===== config.mk =====
export PLATFORM = sky130hd
export DESIGN_NAME = fir_serial_mac
export DESIGN_NICKNAME = d
export VERILOG_FILES = /design/src/rtl/fir_pkg.sv /design/src/rtl/fir_coef_regfile.sv /design/src/rtl/fir_serial_mac.sv
export SDC_FILE = /design/constraint.sdc
export NUM_CORES = 1
export LEC_CHECK = 0
export ABC_AREA = 1
export ABC_CLOCK_PERIOD_IN_PS = 6050
export BUFFER_PORTS_ARGS = -buffer_cell sky130_fd_sc_hd__buf_2
export CORE_AREA = 3 3 235 145
export DETAILED_ROUTE_END_ITERATION = 12
export DIE_AREA = 0 0 238 148
export GPL_ROUTABILITY_DRIVEN = 0
export PLACE_DENSITY = 0.5
export SYNTH_ARGS = -nofsm -noshare
export SYNTH_HDL_FRONTEND = slang
export SYNTH_SLANG_ARGS = --single-unit

===== constraint.sdc =====
create_clock -name clk -period 6.05 [get_ports clk]
set_clock_uncertainty 0.15 [all_clocks]
set_input_delay 0.3025 -clock clk [delete_from_list [all_inputs] [get_ports clk]]
set_output_delay 0.3025 -clock clk [all_outputs]
set_load 0.03 [all_outputs]

===== src/rtl/fir_pkg.sv =====
// fir_pkg: shared types and default widths for the serial-MAC FIR engine.
// Holds the controller state encoding, default sample/coefficient/tap sizes,
// and the accumulator width derivation used by the engine and its bench.
`timescale 1ns/1ps
package fir_pkg;

  localparam int DWIDTH = 8;
  localparam int CWIDTH = 8;
  localparam int NTAPS  = 4;

  typedef enum logic [2:0] {
    IDLE,
    FETCH,
    CAPTURE,
    MAC,
    OUT
  } fir_state_e;

  // Product width plus enough guard bits to sum NTAPS worst-case products.
  function automatic int calc_awidth(input int dw, input int cw, input int nt);
    return dw + cw + $clog2(nt);
  endfunction

endpackage


===== src/rtl/fir_coef_regfile.sv =====
// fir_coef_regfile: NTAPS x CWIDTH coefficient store, synchronous write, combinational indexed read.
// Latency: write visible on rd_data the cycle after wr_en; read is zero-cycle.
// Backpressure: none; the parent gates wr_en (writes are only allowed while the engine is idle).
// Ports: clk/rst (sync, active-high), wr_en/wr_addr/wr_data write port,
//        rd_addr/rd_data tap-indexed read port.
`timescale 1ns/1ps
module fir_coef_regfile #(
  parameter int CWIDTH = 8,
  parameter int NTAPS  = 4,
  localparam int TWIDTH = $clog2(NTAPS)
) (
  input  logic              clk,
  input  logic              rst,
  input  logic              wr_en,
  input  logic [TWIDTH-1:0] wr_addr,
  input  logic [CWIDTH-1:0] wr_data,
  input  logic [TWIDTH-1:0] rd_addr,
  output logic [CWIDTH-1:0] rd_data
);

  logic [CWIDTH-1:0] coef [NTAPS];

  always_ff @(posedge clk) begin
    if (rst) begin
      for (int i = 0; i < NTAPS; i++) begin
        coef[i] <= '0;
      end
    end else if (wr_en && (int'(wr_addr) < NTAPS)) begin
      // Out-of-range indices (non power-of-two NTAPS) are ignored.
      coef[wr_addr] <= wr_data;
    end
  end

  always_comb begin
    rd_data = '0;
    if (int'(rd_addr) < NTAPS) begin
      rd_data = coef[rd_addr];
    end
  end

endmodule


===== src/rtl/fir_serial_mac.sv =====
// fir_serial_mac: single-multiplier FIR, pops one FIFO sample, computes y[n] = sum c[k]*x[n-k].
// Latency: out_valid rises NTAPS+2 cycles after the fifo_read_en pulse; one sample per >= NTAPS+4 cycles.
// Backpressure: result held in OUT until out_ready; no FIFO pops and a frozen delay line meanwhile.
// Ports: clk/rst (sync, active-high); fifo_empty_flg/fifo_rdata/fifo_read_en to the sample FIFO;
//        coef_wr_en/coef_addr/coef_wdata coefficient write port (idle only);
//        out_valid/out_ready/out_data result handshake; busy = not idle.
`timescale 1ns/1ps
module fir_serial_mac #(
  parameter int DWIDTH = fir_pkg::DWIDTH,
  parameter int CWIDTH = fir_pkg::CWIDTH,
  parameter int NTAPS  = fir_pkg::NTAPS,
  localparam int AWIDTH = fir_pkg::calc_awidth(DWIDTH, CWIDTH, NTAPS),
  localparam int TWIDTH = $clog2(NTAPS)
) (
  input  logic              clk,
  input  logic              rst,
  input  logic              fifo_empty_flg,
  input  logic [DWIDTH-1:0] fifo_rdata,
  output logic              fifo_read_en,
  input  logic              coef_wr_en,
  input  logic [TWIDTH-1:0] coef_addr,
  input  logic [CWIDTH-1:0] coef_wdata,
  output logic              out_valid,
  input  logic              out_ready,
  output logic [AWIDTH-1:0] out_data,
  output logic              busy
);

  import fir_pkg::*;

  localparam int PWIDTH = DWIDTH + CWIDTH;

  fir_state_e state, state_nxt;

  logic [DWIDTH-1:0]        x_dly [NTAPS];
  logic signed [AWIDTH-1:0] acc;
  logic [TWIDTH-1:0]        tap_cnt;
  logic [CWIDTH-1:0]        coef_rd;
  logic                     coef_we;
  logic                     last_tap;
  logic [DWIDTH-1:0]        x_sel;
  logic [PWIDTH-1:0]        x_ext;
  logic [PWIDTH-1:0]        c_ext;
  logic signed [PWIDTH-1:0] prod;
  logic signed [AWIDTH-1:0] acc_sum;

  // Coefficients may only change while no computation is using them.
  assign coef_we = coef_wr_en && (state == IDLE);

  fir_coef_regfile #(
    .CWIDTH (CWIDTH),
    .NTAPS  (NTAPS)
  ) u_coef (
    .clk     (clk),
    .rst     (rst),
    .wr_en   (coef_we),
    .wr_addr (coef_addr),
    .wr_data (coef_wdata),
    .rd_addr (tap_cnt),
    .rd_data (coef_rd)
  );

  assign last_tap = (tap_cnt == TWIDTH'(NTAPS - 1));

  // Operands are sign-extended to the full product width first so the
  // multiply is exact for every signed combination, including -2^(N-1)^2.
  always_comb begin
    x_sel   = x_dly[tap_cnt];
    x_ext   = {{CWIDTH{x_sel[DWIDTH-1]}}, x_sel};
    c_ext   = {{DWIDTH{coef_rd[CWIDTH-1]}}, coef_rd};
    prod    = $signed(x_ext) * $signed(c_ext);
    acc_sum = acc + $signed({{TWIDTH{prod[PWIDTH-1]}}, prod});
  end

  always_comb begin
    state_nxt    = state;
    fifo_read_en = 1'b0;
    out_valid    = 1'b0;
    busy         = (state != IDLE);
    case (state)
      IDLE: begin
        if (!fifo_empty_flg) begin
          state_nxt = FETCH;
        end
      end
      FETCH: begin
        fifo_read_en = 1'b1;
        state_nxt    = CAPTURE;
      end
      CAPTURE: begin
        state_nxt = MAC;
      end
      MAC: begin
        if (last_tap) begin
          state_nxt = OUT;
        end
      end
      OUT: begin
        out_valid = 1'b1;
        if (out_ready) begin
          state_nxt = IDLE;
        end
      end
      default: begin
        state_nxt = IDLE;
      end
    endcase
  end

  always_ff @(posedge clk) begin
    if (rst) begin
      state    <= IDLE;
      acc      <= '0;
      tap_cnt  <= '0;
      out_data <= '0;
      for (int i = 0; i < NTAPS; i++) begin
        x_dly[i] <= '0;
      end
    end else begin
      state <= state_nxt;
      case (state)
        CAPTURE: begin
          // fifo_rdata is valid here, one cycle after the FETCH pop.
          x_dly[0] <= fifo_rdata;
          for (int i = 1; i < NTAPS; i++) begin
            x_dly[i] <= x_dly[i-1];
          end
          acc     <= '0;
          tap_cnt <= '0;
        end
        MAC: begin
          acc <= acc_sum;
          if (last_tap) begin
            // Register the final sum directly so OUT presents it next cycle.
            out_data <= acc_sum;
          end else begin
            tap_cnt <= tap_cnt + TWIDTH'(1);
          end
        end
        default: begin
        end
      endcase
    end
  end

endmodule


==> summary.txt, run 1 <==
Status
  – Status: complete, no violations

Floorplanning
  – Die X-Extent: 238 um
  – Die Ht: 148 um
  – Number of core rows: 51
  – Initial Utilization: 0.2485
  – I/O pin count: 44
  – Die Area: 35220 um^2
  – Placeable Area: 32100 um^2

Clock tree
  – Clk slew on worst S/H paths: 0.07 ns
  – CTS root buffer: clkbuf_16
  – CTS tree: built
  – Post-CTS Hold Buffers: 0
  – Clk_lat worst skew: 0.36 ns
  – CTS Buf Count: 9
  – CTS sink count: 107
  – Clock Path Buffers: 2
  – H-tree lvl count: 3

Synthesis
  – Synth top cells by count: inv_1, nand2_1, nor2_1
  – Mean Syn Cell Area: 8.642 um^2
  – Most used flip-flop cell after synthesis: edfxtp_1
  – Dominant cell type by area after synthesis: edfxtp_1
  – Post-synth EDFFs: 64
  – Share of the synthesized area in the top cell type: 0.2409
  – Sequential area share after synthesis: 0.3489
  – Async S/R FF share, synth: 0
  – Post-synthesis register bit count: 107
  – Mapped Nets: 1069
  – Mapped Area: 7976 um^2
  – Distinct cells, synth: 35
  – Synth warn: 0
  – Cells after Synth: 923
  – Most common cell in the netlist: inv_1
  – Top cells by area, synth: edfxtp_1, fa_1, dfxtp_1

Hold path
  – Cells on Worst Hold Path: 4
  – Hold path endpoint: state[2]
  – Hold path start: out_ready
  – Hold WC Path Type: primary input to flip-flop

Final layout
  – Share of layout cells above drive strength 1: 0.1158
  – Antenna diode count: 0
  – Area grow syn2layout: 14.49%
  – Final nets: 1117

Timing
  – Period utilization: 0.9310
  – Tmin final: 5.633 ns
  – Max-slew violations: 0
  – Final Hold Viols: 0
  – Max Freq: 177.5 MHz
  – Max transition margin: 0.3895
  – Worst-margin pin slew: 0.9103 ns
  – Fin Setup TNS: 0 ns
  – Count of final setup violators: 0
  – RSZ-0062 raised after global routing: no
  – Final worst setup slack: 0.4172 ns

Route
  – Drt total wl: 19000 um
  – Post-route DRC violation count: 0
  – DR pass1 iterations: 5
  – Antenna-violating nets left: 0
  – Via count: 5835
  – Detailed Route Iter0 Violations: 361
  – DR vias/cell: 4.168
  – Routed WL per cell: 13.57 um

Setup path
  – Most used cell, CP: nand2_1
  – Largest stage delay on the critical path: 0.61 ns
  – Worst-path cell chain: clkinv_2 > nand2_1 > a32o_1 > inv_1 > nand2_1 > fa_1 > inv_1 > fa_1 > inv_1 > fa_1 > inv_1 > fa_1 > ha_1 > ha_1 > nand2_1 > inv_1 > nand2_1 > nor3_1 > nand2_1 > nand2_1 > nand3_1 > nand3_1 > a21oi_1
  – CP Class: flip-flop to flip-flop
  – Cells on worst reg2reg path: 23
  – CP required: 6.12 ns
  – R2R Path End: acc[17]
  – CP max stage cell: fa_1
  – Arr. time, crit path: 5.70 ns
  – Flop2flop setup slack: 0.42 ns
  – Worst setup EP type: flip-flop
  – CP Launch Type: flip-flop
  – Critical Path Fanout Max: 24

Place
  – I/O Buffers: 43
  – Pre-CTS setup slack: 0.2092 ns
  – Post-DP HPWL: 15170 um

Run
  – Max cap viols: 0

Global route
  – GR Overflow Total: 0
  – Largest net degree at the start of global routing: 33
  – Global-route wire length before repair: 31600 um
  – Antenna violations before repair: 0
  – Number of global-route vias before repair: 5899
  – Tot GR Track Use: 0.1136
-- what timing repair did --
action,4_1_cts,5_1_grt
resized for setup,0,5
setup endpoints to repair,0,19
setup buffers,0,4
-- state kept, by name, summed over array words and instances (netlist names), named ones only --
signal	count
u_coef.coef	32
acc	18
tap_cnt	2
state	3
x_dly	32
out_data	18
-- layer usage --
layer	part of all wire	vias up	global-route usage
li1	-	2923	-
met1	0.56	2796	0.1815
met2	0.38	107	0.1544
met3	0.047	9	0.02573
met4	0.0073	0	0.02083
met5	0	-	0
-- per-stage QoR --
stage	hold WS (ns)	cell area (um^2)	util	instances
global route	0.08353	9133	0.2845	1400
finish	0.07372	9133	0.2845	1400
CTS	0.05731	9072	0.2827	1396
floorplan	0.2890	7976	-	923
global placement	0.3018	8720	0.2717	1380
detailed placement	0.3066	8720	0.2717	1380
-- kinds of logic after synthesis --
group,count (synthesis),synth area share
AND/OR/NAND/NOR,358,0.1763
AO/OA/AOI/OAI,97,0.08612
adder cells (fa/ha/maj),123,0.2682
buffers and inverters,232,0.1139
XOR/XNOR,6,0.006589
flip-flops,107,0.3489
-- area by class of cell --
class	count	area (um^2)
inverter	208	788.3
fill	3431	22960
clock buffer	14	317.8
tap	424	530.5
timing repair buffer	61	387.9
multi-input combinational	584	4290
clock inverter	2	35.03
sequential	107	2783
-- how the worst max path moves through the flow --
stage | from | end | slack, ns | cells after the start
final | flip-flop | acc[17] | 0.42 | 23
after global routing | flip-flop | acc[17] | 0.007 | 24
after CTS | flip-flop | acc[17] | 0.18 | 23
after detailed placement | flip-flop | out_data[17] | 0.21 | 23
after global placement | flip-flop | out_data[17] | 0.1 | 23
after floorplan | flip-flop | out_data[14] | 0.66 | 23
-- worst max-delay path, delay by kind of cell, from the launching register on --
kind | cells | cell delay [ns]
compound gates | 2 | 0.37
fa+ha+maj | 6 | 2.94
buf+inv | 6 | 0.74
flops | 1 | 0.36
simple gates | 9 | 0.92
-- placed cells by master (no fill, tap or decap), types with 15 or more instances in the layout --
cell type and count:
buf_2 43, a21oi_1 51, nor2_1 132, fa_1 80, nand2_1 187, dfxtp_1 43, inv_1 190, ha_1 43
nand3_1 23, edfxtp_1 64, buf_4 15
Power of run 1 is left out: the tool's default activity adds up to more than one toggle a clock period on the data nets, which glitch-free logic cannot reach.
==> inputs of run 2 (changes only) <==
Settings changed: ABC_AREA 1 to default, CORE_AREA 3 3 235 145 to 3 3 230 142, DIE_AREA 0 0 238 148 to 0 0 233 145, GPL_ROUTABILITY_DRIVEN 0 to 1.
==> run 2 against run 1 <==
Flip-flop and latch count stayed put. Wire length is 7.6% lower. Register-to-register slack worse by 0.12 ns. Via count is 15% lower. Maximum frequency is 2.2% lower.
==> summary.txt, run 2 <==
Clock tree
  – CTS sink count: 107
  – CTS tree: built
  – CTS Buf Count: 9
  – Clock Path Buffers: 2
  – H-tree lvl count: 3
  – Clk_lat worst skew: 0.36 ns
  – CTS root buffer: clkbuf_16
  – Clk slew on worst S/H paths: 0.09 ns

Synthesis
  – Cells after Synth: 685
  – Share of the synthesized area in the top cell type: 0.2527
  – Most used flip-flop cell after synthesis: edfxtp_1
  – Synth top cells by count: and2_1, inv_1, fa_1
  – Mean Syn Cell Area: 11.10 um^2
  – Post-synthesis register bit count: 107
  – Async S/R FF share, synth: 0
  – Most common cell in the netlist: and2_1
  – Mapped Area: 7605 um^2
  – Largest family of logic cells by synthesized area: adder cells
  – Post-Synth Simple-Gate Area: 0.1601
  – Post-synth EDFFs: 64
  – Post-synthesis mux area share: 0.04722
  – Mapped Nets: 831
  – Top cells by area, synth: edfxtp_1, fa_1, dfxtp_1
  – Sequential area share after synthesis: 0.3659
  – Dominant cell type by area after synthesis: edfxtp_1
  – Synth Area in Compound Gates: 0.06894
  – Area share of xor/xnor cells in the synthesized design: 0.01843
  – Distinct cells, synth: 49
  – Synth Area in Adders: 0.2813
  – Synth warn: 0

Floorplanning
  – Number of core rows: 50
  – Die X-Extent: 233 um
  – Initial Utilization: 0.2466
  – I/O pin count: 44
  – Die Area: 33790 um^2
  – Die Ht: 145 um
  – Placeable Area: 30840 um^2

Route
  – Via count: 4936
  – DR pass1 iterations: 4
  – Post-route DRC violation count: 0
  – DR vias/cell: 4.270
  – Drt total wl: 17550 um
  – Antenna-violating nets left: 0
  – Routed WL per cell: 15.18 um
  – Detailed Route Iter0 Violations: 211

Power
  – Clk pwr share: 0.229
  – VDD IR max: 161.7 uV
  – Cell-internal power: 0.001616 W
  – Static leakage: 3.763 nW
  – Pwr dens: 302.4 nW/um^2
  – Combinational share of power: 0.451
  – Sw Ratio: 0.3877
  – Sequential share of power: 0.319
  – Switch Pwr: 0.001024 W

Global route
  – Global-route wire length before repair: 29300 um
  – Number of global-route vias before repair: 5222
  – Antenna violations before repair: 0
  – Largest net degree at the start of global routing: 47
  – GR Overflow Total: 0
  – Tot GR Track Use: 0.1088

Run
  – Max cap viols: 0

Timing
  – Count of final setup violators: 0
  – Max Freq: 173.7 MHz
  – RSZ-0062 raised after global routing: no
  – Max-slew violations: 0
  – Tmin final: 5.757 ns
  – Max transition margin: 0.3052
  – Final Hold Viols: 0
  – Worst-margin pin slew: 1.034 ns
  – Period utilization: 0.9515
  – Fin Setup TNS: 0 ns

Hold path
  – Hold path start: out_ready
  – Hold WC Path Type: primary input to flip-flop

Setup path
  – Arr. time, crit path: 5.91 ns
  – CP Launch Type: flip-flop
  – Critical Path Fanout Max: 16
  – CP Class: flip-flop to flip-flop
  – CP required: 6.20 ns
  – Worst setup EP type: flip-flop

Place
  – Post-DP HPWL: 13500 um
  – I/O Buffers: 43
  – RePlAce Congestion: 0.7991

Final layout
  – Final core occ: 0.2830
  – Commonest cells after routing, fill and taps aside: and2_1, inv_1, fa_1
  – Antenna diode count: 0
  – Top flop regs: u_coef.coef x32, x_dly x32
  – Most common cell after layout, fill and taps aside: and2_1
  – Share of layout cells above drive strength 1: 0.1514
  – Area grow syn2layout: 14.79%
  – Final nets: 881

Status
  – Status: complete, no violations
-- run 2: changes by cell type after synthesis, moves of 14 or more --
cell     before  now
nand2_1     187   62
and2_1        0  101
nand3_1      23    9
inv_2        14    0
mux4_2        0   15
inv_1       191   89
nor2_1      132   24
a21oi_1      51   29
-- run 2: power by group through the flow --
stage          sequential (W)  combinational, W  clock (W)
2_1_floorplan        0.000846          0.000891          0
3_3_place_gp         0.000861           0.00118          0
3_5_place_dp         0.000860           0.00117          0
4_1_cts              0.000843           0.00118   0.000628
5_1_grt              0.000848           0.00137   0.000652
6_report             0.000843           0.00119   0.000605
-- run 2: logic make-up (layout without fill, tap and decap cells) --
kind of cell	after synthesis	count (layout)
XOR/XNOR	16	16
adder cells (fa/ha/maj)	123	123
flip-flops	107	107
AND/OR/NAND/NOR	228	228
AO/OA/AOI/OAI	81	81
buffers and inverters	113	168
multiplexers	17	17
-- run 2: worst max-delay path, stage by stage (launching register included) --
cell and delay, ns:
dfxtp_1 0.37, buf_12 0.17, buf_4 0.14, mux4_2 0.61
nand2_1 0.15, fa_1 0.46, fa_1 0.55, inv_1 0.05
fa_1 0.54, fa_1 0.45, fa_1 0.47, ha_1 0.35
o21ai_0 0.15, o21ai_2 0.22, a41oi_2 0.22, o21ai_1 0.20
xor2_1 0.26, a22o_1 0.18
-- run 2: metal layers --
| metal | up-vias | part of all wire | track usage |
|---|---|---|---|
| met4 | 0 | 0.0056 | 0.01507 |
| met5 | - | 0 | 0 |
| li1 | 2355 | - | - |
| met3 | 11 | 0.041 | 0.02100 |
| met1 | 2491 | 0.54 | 0.1729 |
| met2 | 79 | 0.41 | 0.1542 |
-- run 2: path summary, 6_finish.rpt --
kind / endpoint / slack, ns / cells past startpoint
worst max-delay path: acc[15] / 0.29 / 17
worst min-delay path: state[2] / 0.05 / 3
worst max register to register: acc[15] / 0.29 / 17
worst min register to register: out_data[0] / 0.30 / 2
-- run 2: through the flow --
stage | cell area, um^2 | std cells | setup WS, ns | power [W] | hold WS, ns
4_1_cts | 8647 | 1147 | 0.1934 | 0.002655 | 0.03168
2_1_floorplan | 7605 | 685 | 0.4397 | 0.001736 | 0.2819
3_3_place_gp | 8344 | 1131 | 0.2654 | 0.002046 | 0.2902
3_5_place_dp | 8344 | 1131 | 0.2298 | 0.002026 | 0.2935
6_report | 8730 | 1156 | 0.2932 | 0.002640 | 0.04825
5_1_grt | 8730 | 1156 | 0.02400 | 0.002873 | 0.07236
-- run 2: layout make-up --
cell class,instances,area [um^2]
fill,3198,22110
multi-input combinational,465,4412
sequential,107,2783
tap,416,520.5
timing repair buffer,63,377.9
inverter,89,334.1
clock buffer,9,225.2
clock inverter,7,77.57
-- run 2: what timing repair did --
action                                  4_1_cts  5_1_grt
gates resized for setup                       0        4
endpoints found under the setup margin        0        6
setup buffers                                 0        9
hold buffers                                  0        0
Note: power is estimated with default switching activity, not from simulation.
